## config.mk

```make
export PLATFORM = sky130hd
export DESIGN_NAME = ram_arbiter
export DESIGN_NICKNAME = d
export VERILOG_FILES = /design/src/rtl/arb_pkg.sv /design/src/rtl/ram_arbiter.sv
export SDC_FILE = /design/constraint.sdc
export NUM_CORES = 1
export LEC_CHECK = 0
export ABC_AREA = 1
export CAP_MARGIN = 20
export CORE_ASPECT_RATIO = 1.1
export CORE_MARGIN = 1
export CORE_UTILIZATION = 25
export DETAILED_ROUTE_END_ITERATION = 10
export PLACE_DENSITY = 0.79
export REMOVE_ABC_BUFFERS = 1
export SLEW_MARGIN = 20
export SYNTH_ARGS = -nofsm -noshare
export SYNTH_HDL_FRONTEND = slang
export SYNTH_SLANG_ARGS = --single-unit
```

## constraint.sdc

```tcl
create_clock -name clk -period 1.7 [get_ports clk]
set_input_delay 0.425 -clock clk [delete_from_list [all_inputs] [get_ports clk]]
set_output_delay 0.425 -clock clk [all_outputs]
set_load 0.02 [all_outputs]
```

## src/rtl/arb_pkg.sv

```systemverilog
// Shared constants and types for the system-RAM arbiter between the 65C02
// and the secondary bus master.
package arb_pkg;

  localparam int RAM_ADDR_WIDTH = 14;
  localparam int DATA_WIDTH     = 8;
  localparam int STALL_CNT_W    = 4;

  typedef enum logic {
    OWN_CPU = 1'b0,
    OWN_DMA = 1'b1
  } owner_e;

endpackage

```

## src/rtl/ram_arbiter.sv

```systemverilog
// Single-port RAM arbiter: the secondary master steals idle CPU cycles and may
// stall the CPU through cpu_rdy for at most MAX_CPU_STALL consecutive cycles.
module ram_arbiter #(
  parameter int ADDR_WIDTH    = 14,
  parameter int DATA_WIDTH    = 8,
  parameter int MAX_CPU_STALL = 4
) (
  input  logic                  clk,
  input  logic                  reset,
  input  logic                  cpu_ram_cs,
  input  logic [ADDR_WIDTH-1:0] cpu_addr,
  input  logic                  cpu_we,
  input  logic [DATA_WIDTH-1:0] cpu_wdata,
  output logic                  cpu_rdy,
  output logic [DATA_WIDTH-1:0] cpu_rdata,
  input  logic                  dma_req,
  input  logic [ADDR_WIDTH-1:0] dma_addr,
  input  logic                  dma_we,
  input  logic [DATA_WIDTH-1:0] dma_wdata,
  output logic                  dma_gnt,
  output logic [DATA_WIDTH-1:0] dma_rdata,
  output logic                  dma_rvalid,
  output logic                  ram_cs,
  output logic [ADDR_WIDTH-1:0] ram_addr,
  output logic                  ram_we,
  output logic [DATA_WIDTH-1:0] ram_wdata,
  input  logic [DATA_WIDTH-1:0] ram_rdata
);
  import arb_pkg::*;

  if (MAX_CPU_STALL < 1 || MAX_CPU_STALL > 15) begin : g_bad_max_stall
    $error("ram_arbiter: MAX_CPU_STALL must be in 1..15");
  end

  localparam logic [STALL_CNT_W-1:0] MAX_CNT = STALL_CNT_W'(MAX_CPU_STALL);

  logic [STALL_CNT_W-1:0] stall_cnt, stall_nxt;
  logic                   force_cpu, force_nxt;
  logic                   rd_pending;
  owner_e                 owner;
  logic                   cpu_stalled;

  // Handshake: a DMA transfer happens in any cycle with dma_req & dma_gnt;
  // read data follows one cycle later qualified by dma_rvalid. The CPU side
  // has no valid, it simply holds its request while cpu_rdy is low.
  always_comb begin
    dma_gnt     = dma_req & ~reset &
                  (~cpu_ram_cs | (~force_cpu & (stall_cnt < MAX_CNT)));
    owner       = dma_gnt ? OWN_DMA : OWN_CPU;
    cpu_stalled = cpu_ram_cs & dma_gnt;
    cpu_rdy     = ~cpu_stalled;

    ram_cs    = 1'b0;
    ram_we    = 1'b0;
    ram_addr  = cpu_addr;
    ram_wdata = cpu_wdata;
    case (owner)
      OWN_DMA: begin
        ram_cs    = 1'b1;
        ram_we    = dma_we;
        ram_addr  = dma_addr;
        ram_wdata = dma_wdata;
      end
      default: begin
        // Keep the RAM quiet while reset is held, whatever the CPU decode says.
        ram_cs = cpu_ram_cs & ~reset;
        ram_we = cpu_we & cpu_ram_cs & ~reset;
      end
    endcase

    stall_nxt = '0;
    if (cpu_stalled)
      stall_nxt = (stall_cnt == MAX_CNT) ? MAX_CNT : stall_cnt + 1'b1;

    force_nxt = 1'b0;
    if (cpu_stalled)
      force_nxt = (stall_nxt == MAX_CNT) ? 1'b1 : force_cpu;
  end

  always_ff @(posedge clk) begin
    if (reset) begin
      stall_cnt  <= '0;
      force_cpu  <= 1'b0;
      rd_pending <= 1'b0;
    end else begin
      stall_cnt  <= stall_nxt;
      force_cpu  <= force_nxt;
      rd_pending <= dma_gnt & ~dma_we;
    end
  end

  assign dma_rvalid = rd_pending;
  assign dma_rdata  = ram_rdata;
  assign cpu_rdata  = ram_rdata;

endmodule
```

# After elaboration in Yosys (flattened, before gate mapping)
# Cells that the tools add are included.
# word_totals
reg_bits	6
out_inout_bits	43
# classes
add_sub_neg	1
order_cmp	1
n_eq_ne	2
muxes	7
n_bitwise	14
reduce_logical	1
# op_table
op	n
14-bit two-way mux	1
1-bit AND	8
4-bit by 3-bit equality test with 1-bit output (second input constant)	2
4-bit two-way mux	2
8-bit two-way mux	1
1-bit inverter	5
4-bit by 1-bit adder with 4-bit output (second input constant)	1
4-bit by 3-bit less-than comparator with 1-bit output (second input constant)	1
1-bit two-way mux	3
2-bit OR reduction	1
1-bit OR	1

# Depth between registers and ports, before layout
# Gate-level depths: netlist (run 1).
# depth
word_depth	7
depth_mapped	8
depth_no_buf	7

# Least setup slack after synthesis (run 1)
# No wires, ideal clock.
# synth_path
path_kind	input to output
from	input dma_req
to	output ram_addr[0]
t_arrival_ns	1.131
setup_slack_ns	0.144
cell_stages	7
path_buffers	1
path_cell_list	inv_1 nor2_2 nand2_4 inv_6 buf_12 nand2_2 nand2_1
# synth_via
elab_chain_cells	4
# synth_rtl
item	line_no	text
from (decl)	ram_arbiter.sv:16	input logic dma_req,
1-bit AND (2 in series)	ram_arbiter.sv:47	dma_gnt = dma_req & ~reset &
via dma_gnt	ram_arbiter.sv:20	output logic dma_gnt,
1-bit two-way mux	ram_arbiter.sv:49	owner = dma_gnt ? OWN_DMA : OWN_CPU;
14-bit two-way mux	ram_arbiter.sv:57	case (owner)
to (decl)	ram_arbiter.sv:24	output logic [ADDR_WIDTH-1:0] ram_addr,
# The timed path passes the listed nets, and every way through them passes these cells.

# Final worst setup path (run 1)
# layout_path
from	input dma_req
to	output ram_wdata[4]
# layout_via
elab_chain_cells	4
# layout_rtl
item	line_no	text
1-bit AND (2 in series)	ram_arbiter.sv:47	
1-bit two-way mux	ram_arbiter.sv:49	
8-bit two-way mux	ram_arbiter.sv:57	
to (decl)	ram_arbiter.sv:26	output logic [DATA_WIDTH-1:0] ram_wdata,
# No other way between the ends.

==> results of run 1 <==
layout make-up:
| type | count | area (um2) |
|---|---|---|
| clock buffer | 3 | 22.52 |
| fill | 239 | 929.6 |
| inverter | 10 | 50.05 |
| multi-input combinational | 91 | 650.6 |
| sequential | 6 | 122.6 |
| tap | 33 | 41.29 |
| timing repair buffer | 95 | 1013 |
| timing repair inverter | 2 | 22.52 |
cell families (layout without fill, tap and decap cells):
group	Yosys count	count (layout)	share of synthesized area (%)
compound gates	2	2	1.292
buf+inv	30	110	27.46
flops	6	6	15.51
fa+ha+maj	2	2	3.231
other cells	1	1	0.4842
simple gates	86	86	52.02
state kept, by name (all words and copies together) (netlist names):
| register | cells |
|---|---|
| stall_cnt | 4 |
| dma_rvalid | 1 |
| force_cpu | 1 |
cell usage in the layout, fill, tap and decap left out:
| cell type | netlist | routed |
|---|---|---|
| buf_16 | 0 | 3 |
| buf_6 | 0 | 29 |
| conb_1 | 1 | 1 |
| dfxtp_2 | 0 | 2 |
| clkbuf_2 | 0 | 1 |
| nor2_1 | 5 | 5 |
| nand2_1 | 53 | 9 |
| inv_1 | 9 | 8 |
| nor2_2 | 2 | 1 |
| inv_2 | 0 | 1 |
| nand4_4 | 0 | 1 |
| nand3_1 | 2 | 1 |
| dfxtp_1 | 6 | 4 |
| a21oi_1 | 2 | 2 |
| nand3b_1 | 1 | 1 |
| nor2_4 | 0 | 1 |
| clkbuf_4 | 0 | 3 |
| nand2_2 | 20 | 48 |
| nand2_4 | 1 | 17 |
| ha_1 | 2 | 2 |
| clkdlybuf4s50_1 | 0 | 47 |
| dlygate4sd2_1 | 0 | 3 |
| buf_12 | 2 | 1 |
| nand3_2 | 0 | 1 |
| buf_4 | 16 | 11 |
| inv_8 | 0 | 2 |
| inv_12 | 0 | 1 |
| or2_2 | 1 | 1 |
where the power goes:
| group | switching [mW] | total [mW] | internal (mW) |
|---|---|---|---|
| clock network | 0.0452 | 0.125 | 0.0794 |
| logic | 0.229 | 0.514 | 0.285 |
| registers | 0.00157 | 0.146 | 0.144 |
| total | 0.275 | 0.784 | 0.509 |
metrics by stage:
step	setup slack (ns)	setup TNS [ns]	util [%]
after floorplan	0.01709	0	-
after global placement	-0.8264	-20.57	51.67
after detailed placement	-0.8571	-21.30	51.67
after CTS	-0.1488	-3.201	63.95
after global routing	-0.2328	-4.865	67.41
final	-0.1592	-3.082	67.41
how the worst max path moves through the flow:
stage	cells after the start	to	startpoint
4_1_cts	9	ram_wdata[6]	stall_cnt[3]$_SDFF_PP0_
3_3_place_gp	8	ram_we	dma_req
3_5_place_dp	8	ram_addr[13]	dma_req
6_report	9	ram_wdata[4]	dma_req
5_1_grt	9	ram_wdata[4]	stall_cnt[2]$_SDFF_PP0_
2_1_floorplan	6	ram_we	dma_req
layer usage:
metal  share of wire (%)  vias up  track usage [%]
li1                    -      524                -
met4                 1.1        0            4.643
met2                  58       55            32.87
met1                  33      490            19.94
met5                   0        -                0
met3                 8.3        4            8.020
worst min-delay path: cells and delay by family (launching register included):
family / cells / cell delay [ns]
DFF: 1 / 0.33
buffers and inverters: 1 / 0.06
and+or+nand+nor: 2 / 0.12
timing repair:
item / in CTS / in global routing
endpoints found under the setup margin: 26 / 26
pin swaps: 25 / 8
gates cloned: 5 / 0
resized for setup: 210 / 27
buffers inserted: 7 / 1
hold buffers: 0 / 0
==> results.yml, run 1 <==
timing:
  maxSlewViolCount: 0
  finClkSkew_ns: 0.002471
  min_period_ns: 1.859
  max_clock_freq_mhz: 537.9
  layout_setup_ws_ns: -0.1592
  whs_ns: 0.5617
  rsz0062_at_grt: "yes"
  post-route-period-util_pct: 109.4
  finalSetupViolCount: 24
  finalHoldViolations: 0
synth:
  synth_commonest_cells: "53 x nand2_1, 20 x nand2_2, 16 x buf_4"
  synthArstFlopShare_pct: 0
  syn_inst: 127
  synth-edff-count: 0
  synth_area_leaders: "nand2_1 26%, nand2_2 16%, dfxtp_1 16%"
  ys_warn_count: 0
  yosysMostFrequentCell: "nand2_1"
  yosysSeqAreaShare_pct: 15.51
  ys_types: 18
  syn_area_um2: 774.5
  avgSynthCellArea_um2: 6.098
  synth_top_area_cell: "nand2_1"
  synth_seq_cells: 6
  synth_top_flop_cell: "dfxtp_1"
  synth_top_area_share_pct: 25.69
worst_setup_path:
  critPathMaxStageDelay_ns: 0.21
  crit_path_max_fanout: 5
  rrSetupSlack_ns: 0.46
  setup.worst_path.class: "input port to output pin"
  crit_path_start_kind: "input port"
  crit_required_ns: 1.27
  arrival_ns: 1.43
  r2r_start: "stall_cnt[2]$_SDFF_PP0_"
  path_cells: "dlygate4sd2_1 -> inv_2 -> nor2_4 -> nand2_4 -> buf_6 -> buf_16 -> nand2_4 -> nand2_4 -> buf_6"
  crit_buf_inv: 5
  cpMaxStageDelayCell: "dlygate4sd2_1"
  cp_top_family: "buffers and inverters"
  reg2reg_depth: 8
  timing.rr.end: "force_cpu$_SDFFE_PP0N_"
  crit_top_cell: "nand2_4"
  end_kind: "output pin"
clocking:
  root_buffer: "clkbuf_4"
  max-clock-path-buffers: 2
  cts_buffers: 3
  cts_tree: "built"
  clkTransAtPathRegs_ns: 0.04
  insertion_delay_ns: 0.24
  clkSinkCount: 6
  cts_max_level: 1
cells_and_area:
  fin_cells: 240
  final_nets: 269
  final_area_um2: 1923
  areaGrowthSynthToFinish_pct: 148.3
  drive_above_1_share_pct: 59.90
  diodes: 0
global_route:
  gr-total-overflow: 0
  antenna_found_initial: 0
  grt_pass1_wl_um: 4464
  track_usage_pct: 18.57
  first_global_vias: 995
  grt_max_degree: 13
drt:
  wl_per_cell_um: 13.82
  viasPerCell: 4.471
  detail-route-antenna-nets: 0
  dr.pass1.iters: 4
  drt_wl_total_um: 3316
  remaining_drc_errors: 0
  drtIter0Drc: 11
  vias: 1073
floorplan:
  start_util_pct: 27.15
  fp.coreArea_um2: 2853
  die_h_um: 60.38
  rows: 20
  die_w_um: 55.07
  die_area_um2: 3325
  ios: 101
run:
  max-cap-violations: 0
power:
  total_power_mw: 0.7841
  ir_worst_vdd_v: 0.0005283
  power.density_nw_per_um2: 407.7
  p_leak_nw: 0.9286
hold_path:
  hold_end: "stall_cnt[0]$_SDFF_PP0_"
  hold_class: "flop to flop"
  whs_path_depth: 3
  min_from: "stall_cnt[0]$_SDFF_PP0_"
placement:
  place_congestion: 0.7229
  placed_cell_area_um2: 1474
  place_hpwl_um: 1998
  place_inst: 225
  port_buffers: 76
outcome:
  violations: "negative setup slack"
  status: "finished, violations left"
No activity file was read; power rests on OpenSTA's default activity.
==> run 2: changes to the inputs <==
--- a/config.mk
+++ b/config.mk
@@ -5,13 +5,12 @@
 export SDC_FILE = /design/constraint.sdc
 export NUM_CORES = 1
 export LEC_CHECK = 0
-export ABC_AREA = 1
 export CAP_MARGIN = 20
 export CORE_ASPECT_RATIO = 1.1
 export CORE_MARGIN = 1
 export CORE_UTILIZATION = 25
 export DETAILED_ROUTE_END_ITERATION = 10
-export PLACE_DENSITY = 0.79
+export PLACE_DENSITY = 0.81
 export REMOVE_ABC_BUFFERS = 1
 export SLEW_MARGIN = 20
 export SYNTH_ARGS = -nofsm -noshare
==> run 2 against run 1 <==
Against the previous run: the flow still finishes with violations (negative setup slack); critical path depth down 4; final area decreased by 24%; register-to-register slack gained 0.02 ns; via count shrank 29%; area after synthesis fell by 3.7%; clock skew is 0.0046 ns higher; clock-buffer cell count stayed put; first-iteration DRC count decreased by 64%; utilization fell by 15 points; sequential share of layout area grew 1.9 points; critical endpoint is now ram_wdata[3].
==> results.yml, run 2 <==
outcome:
  status: "finished, violations left"
  violations: "negative setup slack"
synth:
  synth_top_flop_cell: "dfxtp_1"
  avgSynthCellArea_um2: 10.50
  ys_warn_count: 0
  synth-compound-area-share_pct: 5.705
  yosysMostFrequentCell: "mux2_4"
  syn_inst: 71
  synthAdderAreaFrac_pct: 3.356
  synth_top_area_cell: "mux2_4"
  synth_simple_gate_area_share_pct: 9.732
  synthMuxAreaShare_pct: 42.28
  synth_top_area_share_pct: 36.24
  yosysSeqAreaShare_pct: 16.11
  synth-edff-count: 0
  syn_area_um2: 745.7
  synth_seq_cells: 6
  synth_top_family_by_area: "multiplexers"
  ys_types: 21
  synth_area_leaders: "mux2_4 36%, dfxtp_1 16%, buf_4 16%"
  synth_xor_area_share_pct: 1.174
  synthArstFlopShare_pct: 0
  synth_commonest_cells: "18 x mux2_4, 16 x buf_4, 6 x dfxtp_1"
floorplan:
  start_util_pct: 26.61
  die_area_um2: 3206
  die_h_um: 59.28
  ios: 101
  fp.coreArea_um2: 2803
  die_w_um: 54.08
  rows: 20
hold_path:
  hold_class: "flop to flop"
  min_from: "stall_cnt[0]$_SDFF_PP0_"
  whs_path_depth: 1
  hold_end: "stall_cnt[0]$_SDFF_PP0_"
clocking:
  cts_hold_buf: 0
  max-clock-path-buffers: 2
  root_buffer: "clkbuf_4"
  clkTransAtPathRegs_ns: 0.04
  cts_max_level: 1
  clkSinkCount: 6
  insertion_delay_ns: 0.24
  cts_buffers: 3
  cts_tree: "built"
worst_setup_path:
  rrSetupSlack_ns: 0.48
  arrival_ns: 1.64
  cp_top_family: "flip-flops"
  reg2reg_depth: 5
  r2r_start: "stall_cnt[2]$_SDFF_PP0_"
  crit_path_start_kind: "flop"
  crit_buf_inv: 2
  cpMaxStageDelayCell: "dfxtp_2"
  setup.worst_path.class: "flop to output pin"
  path_cells: "o31ai_4 -> nand2_4 -> buf_12 -> mux2_4 -> buf_4"
  crit_path_max_fanout: 12
  crit_required_ns: 1.27
  critPathMaxStageDelay_ns: 0.34
  end_kind: "output pin"
  timing.rr.end: "stall_cnt[1]$_SDFF_PP0_"
cells_and_area:
  final_common_cell: "clkdlybuf4s50_1"
  nFillCells: 263
  drive_above_1_share_pct: 49.65
  fin_cells: 174
  diodes: 0
  regMostFlops: "stall_cnt"
  final_cell_mix: "47 x clkdlybuf4s50_1, 18 x mux2_4, 16 x buf_4, 12 x buf_2"
  largest_register_ffs: 4
  areaGrowthSynthToFinish_pct: 95.64
  fin_util_pct: 52.05
  final_nets: 203
timing:
  finalHoldViolations: 0
  max_clock_freq_mhz: 483.3
  rsz0062_at_grt: "yes"
  layout_setup_ws_ns: -0.3689
  finClkSkew_ns: 0.007105
  whs_ns: 0.4921
  maxSlewViolCount: 0
  post-route-period-util_pct: 121.7
  fin_setup_tns_ns: -8.053
  min_period_ns: 2.069
  finalSetupViolCount: 24
power:
  p_leak_nw: 0.7042
  power.density_nw_per_um2: 438.3
  ir_worst_vdd_v: 0.0003487
drt:
  vias: 760
  detail-route-antenna-nets: 0
  drtIter0Drc: 4
  wl_per_cell_um: 14.23
  remaining_drc_errors: 0
  viasPerCell: 4.368
  dr.pass1.iters: 3
  drt_wl_total_um: 2476
global_route:
  antenna_found_initial: 0
  first_global_vias: 751
  grt_pass1_wl_um: 3360
  track_usage_pct: 14.62
  grt_max_degree: 13
  gr-total-overflow: 0
run:
  max-cap-violations: 0
placement:
  place_hpwl_um: 2025
  port_buffers: 76
  preCtsSetupSlack_ns: -1.036
  place_congestion: 0.6680
  place_inst: 169
[run 2: changes by cell type in the layout (fill, tap and decap cells not counted), sizes merged, moves of 2 or more]
| cell | delta |
|---|---|
| buf | -9 |
| nand2 | -72 |
| mux2 | +22 |
| nor3 | +3 |
| inv | -8 |
| dlygate4sd2 | -2 |
| nor2 | -3 |
[run 2: worst register-to-register path, cell delays in order (launching register included)]
cell and delay, ns:
dfxtp_1 0.32, buf_4 0.15, nor3_2 0.21, nand3_2 0.12, buf_4 0.16, nor3b_1 0.18
[run 2: cells by family after synthesis]
group | count (synthesis)
multiplexers | 22
other | 1
AND/OR/NAND/NOR | 13
buffers and inverters | 22
XOR/XNOR | 1
flip-flops | 6
adder cells (fa/ha/maj) | 2
AO/OA/AOI/OAI | 4
[run 2: timing repair]
action                     in CTS  in global routing
setup buffers                   1                  0
pin swaps                       2                  0
hold endpoints to repair        0                  0
gates cloned                    1                  0
setup endpoints to repair      26                 26
gates resized for setup       119                 18
[run 2: power by group]
group	switching [mW]	total, mW	internal (mW)
logic	0.135	0.364	0.229
registers	0.00289	0.147	0.144
clock network	0.0484	0.128	0.0796
[run 2: per-layer routing]
metal  part of all wire [%]  vias up  global-route usage (%)
li1                       -      369                       -
met5                      0        -                       0
met1                     31      332                   12.09
met4                      0        0                   1.099
met3                     17        0                   11.03
met2                     52       59                   27.87
[run 2: stage by stage]
step / power (mW) / instance area [um2]
finish: 0.6394 / 1459
global placement: 0.5239 / 1470
detailed placement: 0.5295 / 1470
floorplan: 0.3044 / 603.1
global route: 0.6741 / 1459
CTS: 0.6395 / 1445
[run 2: worst max path at each step]
| stage | from | to | slack, ns | cells past startpoint |
|---|---|---|---|---|
| 5_1_grt | stall_cnt[3]$_SDFF_PP0_ | ram_wdata[5] | -0.41 | 5 |
| 6_report | stall_cnt[3]$_SDFF_PP0_ | ram_wdata[3] | -0.37 | 5 |
| 3_5_place_dp | dma_req | ram_wdata[2] | -1.04 | 6 |
| 2_1_floorplan | dma_req | ram_addr[0] | -0.06 | 3 |
| 3_3_place_gp | dma_req | ram_wdata[3] | -1.0 | 6 |
| 4_1_cts | stall_cnt[3]$_SDFF_PP0_ | ram_addr[1] | -0.38 | 5 |
[run 2: layout make-up]
cell class | count | area (um2) | share of cell area (%)
Clock buffer | 3 | 22.52 | 1.544
Timing Repair Buffer | 85 | 773.2 | 53.00
Multi-Input combinational cell | 43 | 485.5 | 33.28
Sequential cell | 6 | 121.4 | 8.319
Inverter | 4 | 15.01 | 1.029
Tap cell | 33 | 41.29 | 2.830
